`config.mk`:
```
export PLATFORM = sky130hd
export DESIGN_NAME = branch_resolve_unit
export DESIGN_NICKNAME = d
export VERILOG_FILES = /design/src/rtl/bru_pkg.sv /design/src/rtl/bru_track_stage.sv /design/src/rtl/branch_resolve_unit.sv
export SDC_FILE = /design/constraint.sdc
export NUM_CORES = 1
export LEC_CHECK = 0
export BUFFER_PORTS_ARGS = -buffer_cell sky130_fd_sc_hd__buf_2
export CAP_MARGIN = 20
export CORE_MARGIN = 1
export CORE_UTILIZATION = 43
export DETAILED_ROUTE_END_ITERATION = 8
export PLACE_DENSITY = 0.78
export SYNTH_ARGS = -nofsm -noshare
export SYNTH_HDL_FRONTEND = slang
export SYNTH_SLANG_ARGS = --single-unit
export TNS_END_PERCENT = 30
```
`constraint.sdc`:
```
create_clock -name clk -period 2.1 [get_ports clk]
set_input_delay 0.315 -clock clk [delete_from_list [all_inputs] [get_ports clk]]
set_output_delay 0.315 -clock clk [all_outputs]
set_load 0.01 [all_outputs]
```
`src/rtl/bru_pkg.sv`:
```
// Shared types for the branch resolve unit: per-stage tracking entry,
// the bubble value and the sequential fetch step.
package bru_pkg;

  localparam int BRU_PC_W = 32;
  localparam int PC_STEP  = 4;

  typedef struct packed {
    logic                valid;
    logic                is_br;
    logic                pred;
    logic [BRU_PC_W-1:0] pc;
  } bru_entry_t;

  localparam bru_entry_t BRU_BUBBLE = '{
    valid: 1'b0,
    is_br: 1'b0,
    pred:  1'b0,
    pc:    '0
  };

endpackage

```
`src/rtl/bru_track_stage.sv`:
```
// One tracking entry register: hold on stall, bubble on flush, else load.
// Ports: clk, rst_n (sync, active-low), hold, bubble, d (next entry), q.
module bru_track_stage
  import bru_pkg::*;
(
  input  logic       clk,
  input  logic       rst_n,
  input  logic       hold,
  input  logic       bubble,
  input  bru_entry_t d,
  output bru_entry_t q
);

  always_ff @(posedge clk) begin
    if (!rst_n) begin
      q <= BRU_BUBBLE;
    end else if (hold) begin
      q <= q;
    end else if (bubble) begin
      q <= BRU_BUBBLE;
    end else begin
      q <= d;
    end
  end

endmodule

```
`src/rtl/branch_resolve_unit.sv`:
```
// Branch resolution / misprediction recovery. Tracks IF->ID->EX entries,
// emits speculative history shifts, rollbacks, flush and redirect PC.
// Ports: clk, rst_n, PL_stall, br_if, pred_taken_if, pc_if, br_taken_ex,
// br_target_ex in; corrected_*, rollback_en_*, pc_id/pc_ex, flush,
// redirect_en/redirect_pc, stat_* out. PC_WIDTH must not exceed 32.
// Optional macro BRU_STATS_EN builds saturating branch/mispredict counters.
module branch_resolve_unit
  import bru_pkg::*;
#(
  parameter int PC_WIDTH   = 32,
  parameter int STAT_WIDTH = 32
) (
  input  logic                  clk,
  input  logic                  rst_n,
  input  logic                  PL_stall,
  input  logic                  br_if,
  input  logic                  pred_taken_if,
  input  logic [PC_WIDTH-1:0]   pc_if,
  input  logic                  br_taken_ex,
  input  logic [PC_WIDTH-1:0]   br_target_ex,
  output logic                  corrected_en,
  output logic                  corrected_result,
  output logic                  rollback_en_id,
  output logic                  rollback_en_ex,
  output logic [PC_WIDTH-1:0]   pc_id,
  output logic [PC_WIDTH-1:0]   pc_ex,
  output logic                  flush,
  output logic                  redirect_en,
  output logic [PC_WIDTH-1:0]   redirect_pc,
  output logic [STAT_WIDTH-1:0] stat_branches,
  output logic [STAT_WIDTH-1:0] stat_mispredicts
);

  bru_entry_t if_e;
  bru_entry_t id_q;
  bru_entry_t ex_q;
  logic       live;
  logic       mispredict;
  logic [PC_WIDTH-1:0] ex_pc;

  // Pulses are masked during reset so nothing leaks to the predictor.
  assign live = rst_n & ~PL_stall;

  assign mispredict = live & ex_q.valid & ex_q.is_br
                    & (br_taken_ex != ex_q.pred);

  always_comb begin
    if_e       = BRU_BUBBLE;
    if_e.valid = 1'b1;
    if_e.is_br = br_if;
    if_e.pred  = pred_taken_if;
    if_e.pc    = BRU_PC_W'(pc_if);
  end

  bru_track_stage u_id (
    .clk    (clk),
    .rst_n  (rst_n),
    .hold   (PL_stall),
    .bubble (mispredict),
    .d      (if_e),
    .q      (id_q)
  );

  bru_track_stage u_ex (
    .clk    (clk),
    .rst_n  (rst_n),
    .hold   (PL_stall),
    .bubble (mispredict),
    .d      (id_q),
    .q      (ex_q)
  );

  assign ex_pc = PC_WIDTH'(ex_q.pc);

  assign corrected_en     = br_if & live & ~mispredict;
  assign corrected_result = pred_taken_if;
  assign rollback_en_ex   = mispredict;
  assign rollback_en_id   = mispredict & id_q.valid & id_q.is_br;
  assign flush            = mispredict;
  assign redirect_en      = mispredict;
  assign redirect_pc      = br_taken_ex ? br_target_ex
                          : ex_pc + PC_WIDTH'(PC_STEP);
  assign pc_id            = PC_WIDTH'(id_q.pc);
  assign pc_ex            = ex_pc;

`ifdef BRU_STATS_EN
  logic                  resolved;
  logic [STAT_WIDTH-1:0] n_br;
  logic [STAT_WIDTH-1:0] n_mp;

  assign resolved = live & ex_q.valid & ex_q.is_br;

  always_ff @(posedge clk) begin
    if (!rst_n) begin
      n_br <= '0;
      n_mp <= '0;
    end else begin
      if (resolved && n_br != '1) begin
        n_br <= n_br + STAT_WIDTH'(1);
      end
      if (mispredict && n_mp != '1) begin
        n_mp <= n_mp + STAT_WIDTH'(1);
      end
    end
  end

  assign stat_branches    = n_br;
  assign stat_mispredicts = n_mp;
`else
  assign stat_branches    = '0;
  assign stat_mispredicts = '0;
`endif

endmodule

```
# --- After elaboration in Yosys (flattened, before gate mapping) ---
# Index checks and enable logic that the tools add are counted.
classes:
  muxes: 3
  add_sub_neg: 1
  n_bitwise: 10
  eq_ne: 1
op_table:
  columns: ["cell", "count"]
  rows:
  - ["two-way mux 35 bit", 2]
  - ["adder 32 x 3 -> 32 bit (second input constant)", 1]
  - ["two-way mux 32 bit", 1]
  - ["AND 1 bit", 8]
  - ["inverter 1 bit", 2]
  - ["!= test 1 bit", 1]
word_totals:
  word_cells: 23
  output_inout_bits: 166
  register_bits: 70
  in_bits: 70

# --- Depth between registers and ports, before layout ---
logic_depth:
  ltp_word: 7
  mapped_depth: 7

# --- By module ---
# Synthesis repeated with hierarchy kept, for this count alone.
unflattened:
  hier_cells: 550
  hier_area_um2: 4281.6
by_module_without_submodules:
  columns: ["mod", "area_each_um2", "cells_each", "n_inst", "seq_area_each_um2"]
  rows:
  - ["bru_track_stage", 1381.3, 156, 2, 700.7]
  - ["branch_resolve_unit", 1519.0, 238, 1, 0.0]

# --- Least setup slack after synthesis ---
# Ideal clock, no wire load.
synth_path:
  kind: "reg-to-output"
  from: "reg u_ex.q[6] (netlist bit)"
  to: "out redirect_pc[26]"
  slack_ns: -0.294
  n_path_buf: 1
  arrival_ns: 2.079
  stages_incl_launch_ff: 6
  path_cell_list: "dfxtp_1 -> nand4_4 -> or4_4 -> buf_6 -> or4_1 -> a31oi_1"
synth_via:
  elab_chain_len: 2
synth_rtl:
  columns: ["element", "line_no", "text"]
  rows:
  - ["from (decl)", "bru_track_stage.sv:11", "output bru_entry_t q"]
  - ["from (signal assigned)", "bru_track_stage.sv:18", "q <= q;"]
  - ["adder 32 x 3 -> 32 bit", "branch_resolve_unit.sv:82", ": ex_pc + PC_WIDTH'(PC_STEP);"]
  - ["two-way mux 32 bit", "branch_resolve_unit.sv:81", "assign redirect_pc = br_taken_ex ? br_target_ex"]
  - ["to (decl)", "branch_resolve_unit.sv:29", "output logic [PC_WIDTH-1:0] redirect_pc,"]
# No other way between the ends.

# --- Worst setup path in the final report ---
layout_path:
  from: "reg u_ex.q[15] (netlist bit)"
  to: "out redirect_pc[27]"
# Same word-level chain as after synthesis.

==> key figures <==
Synthesis
  • Post-synthesis average cell area: about 8 um^2
  • YS warnings: 0
  • #FFs+latches synth: 70
  • Unique cell type count in the Yosys netlist: 41
  • Post-Syn Area: between 4000 and 5000 um^2
  • Seq/Total Area, Yosys: between 20% and 30%
  • Syn Inst Count: about 600

Setup path
  • Critical-path maximum fanout: 7
  • CP Class: flip-flop to primary output
  • WP data required: between 1500 and 2000 ps
  • Crit-path cells: nand4_1 -> or4_4 -> or4_4 -> a31oi_2 -> buf_2
  • Crit. End Element: primary output
  • CP bufs+invs: 1
  • CP Launch Type: flip-flop
  • CP max stage cell: or4_4
  • CP top delay family: simple AND/OR/NAND/NOR gates
  • Slowest stage delay, CP: about 550 ps
  • WP data arrival: between 2000 and 2500 ps
  • Reg2reg setup slack: between 600 and 700 ps
  • Most frequent CP cell: or4_4

Min path
  • Worst min-delay path class: primary input to flip-flop

Timing
  • Worst-Margin Slew: 608 ps
  • Slew HR: between 50 and 60%
  • Setup TNS: -5090 ps
  • Max Clock Freq: around 390 MHz
  • Final WS setup: -488 ps
  • Final period util: 123%
  • Final Hold Fails: 0
  • Final setup violation count: 15
  • Final Skew: a little under 9 ps
  • Tmin final: ~2600 ps
  • Fin. max-slew vios: 0
  • Unrepaired setup endpoints after global routing: yes

Outcome
  • Violated checks: negative setup slack
  • Status: finished with violations

Drt
  • DR vias: roughly 4400
  • WL/cell: 14.3 um
  • Routed Antenna Nets: 0
  • DR vias/cell: approximately 5
  • TritonRoute pass-1 iters: 4
  • Routed wire length: 12.6 mm
  • DR DRC count: 0
  • Starting DRC count in detailed routing: slightly below 200

Finish
  • Filler instances: between 1000 and 1500
  • Multi-input logic area: 2750 um^2
  • Fin nets: roughly 810
  • Antenna diodes: 0
  • Reg area: approximately 1400 um^2
  • Share of layout cells above drive strength 1: about two fifths
  • Syn-to-layout area delta: 21.5%
  • Cell area after layout: slightly below 6000 um^2

Clock tree
  • Later-pin clock latency in the skew report: 320 ps
  • CTS sink count: 70
  • Root Buffer: clkbuf_16
  • CTS Buf Count: 9
  • TritonCTS clock tree: built
  • CTS Hold Bufs: 0
  • Max Root-Sink Buffers: 2
  • Clk slew on worst S/H paths: 60 ps
  • Clock H-tree levels: 3

Placement
  • Final GP Congestion: ~0.78
  • HPWL Detailed: 8.78 mm
  • Post-DP Area: about 5400 um^2
  • Port bufs: 171

Die
  • Rows: 38
  • Initial core utilization: between 40% and 50%
  • IO Pins: approximately 240
  • CORE AREA: 10900 um^2
  • Die H: approximately 110 um
  • Die area: between 10000 and 15000 um^2
  • Die span in x: ~110 um

GRT
  • Largest net degree at the start of global routing: 140
  • GRT overflow: 0
  • First-pass GRT wire length: roughly 19 mm
  • GRT Overall Usage: a little over a fifth
  • Via count of the first global-routing pass: roughly 3800
  • Initial antenna violation count: 0

Power
  • P per Cell Area: ~570 nW/um^2
  • Pleak: ~2.7 nW
  • Peak supply drop: roughly 0.38 mV

Flow run
  • Max cap viols: 0
[final timing paths]
kind                                               from                       to  cells past startpoint
worst max register to register  u_ex.q[32]$_SDFFE_PN0N_  u_ex.q[15]$_SDFFE_PN0N_                      5
worst min register to register  u_ex.q[33]$_SDFFE_PN0N_  u_ex.q[33]$_SDFFE_PN0N_                      2
worst max-delay path            u_ex.q[15]$_SDFFE_PN0N_          redirect_pc[27]                      5
worst min-delay path                          pc_if[10]  u_id.q[10]$_SDFFE_PN0N_                      3
[report_power, final]
group / internal (mW) / switching [mW] / total [mW]
sequential: 1.38 / 0.0459 / 1.43
clock: 0.801 / 0.602 / 1.40
combinational: 0.242 / 0.304 / 0.546
total: 2.43 / 0.953 / 3.38
[cells in the mapped netlist (all sizes together)]
library cell	count	area, um^2
a211o	1	8.76
a21boi	69	518
a21oi	1	5.00
a311o	2	20.0
a31oi	10	62.6
a41oi	1	8.76
and2	3	18.8
and3	6	37.5
and4	5	43.8
buf	133	1000
clkbuf	38	143
conb	1	3.75
dfxtp	70	1400
ha	1	12.5
inv	4	15.0
mux2	3	33.8
nand2	97	364
nand2b	1	6.26
nand3	10	50.1
nand3b	69	518
nand4	11	83.8
nor2	15	56.3
nor2b	1	6.26
nor3	2	10.0
nor4	4	25.0
nor4b	2	17.5
o211ai	2	15.0
o21ai	16	80.1
o311ai	1	8.76
o31ai	7	52.6
o41ai	1	8.76
or2	1	6.26
or3	2	12.5
or4	9	71.3
or4b	1	10.0
xnor2	8	70.1
xor2	6	52.6
[registers in the layout, summed over array words and instances, names as in the netlist]
name and cells:
u_ex.q 35, u_id.q 35
[worst register-to-register path, stage by stage (launching register included)]
cell and delay, ps:
dfxtp_1 320, xor2_1 160, nand4_1 210, buf_12 330
nand3b_1 130, a21boi_0 210
[through the flow]
step,hold slack (ps),total power [mW],utilization (%),setup slack [ps],std cells
2_1_floorplan,450,1.92,-,-157,677
3_3_place_gp,461,1.99,49.4,-177,863
3_5_place_dp,473,2.00,49.4,-187,863
4_1_cts,256,3.41,53.1,-481,880
5_1_grt,270,3.54,53.9,-604,881
6_report,263,3.38,53.9,-488,881
[logic make-up after synthesis]
kind of cell               share of synthesized area (%)
and+or+nand+nor                                     27.5
AOI/OAI and AO/OA                                   16.2
DFF                                                 28.9
xor gates and xnor gates                            2.52
muxes                                              0.695
buffers and inverters                               23.8
adders and majority gates                          0.258
other                                             0.0772
[layout by cell type, fill, tap and decap left out, types with 12 or more instances in the layout]
cell,n
a21boi_0,69
buf_2,170
buf_4,39
conb_1,64
dfxtp_1,56
nand2_1,96
nand3b_1,69
nor2_1,14
o21ai_0,12
[cell type report]
cell class	instances	area share, %
clock inverter	7	0.806
clock buffer	9	3.82
multi-input combinational	433	46.5
timing repair buffer	218	21.4
sequential	70	24.2
inverter	4	0.255
tap	140	2.97
[repair_timing]
action / in CTS / in global routing
setup endpoints to repair: 23 / 22
buffers inserted: 0 / 1
endpoints found under the hold margin: 0 / 0
cloned: 1 / 0
gates resized for setup: 33 / 19
pin swaps: 21 / 3
[layer usage]
layer | up-vias | GRT usage (%) | routed length, um
met5 | - | 0 | 0
met1 | 2031 | 26.7 | 5650
met3 | 11 | 4.70 | 833
met4 | 0 | 5.02 | 109
li1 | 2173 | - | -
met2 | 172 | 35.7 | 5980
Note: power is estimated with default switching activity, not from simulation.
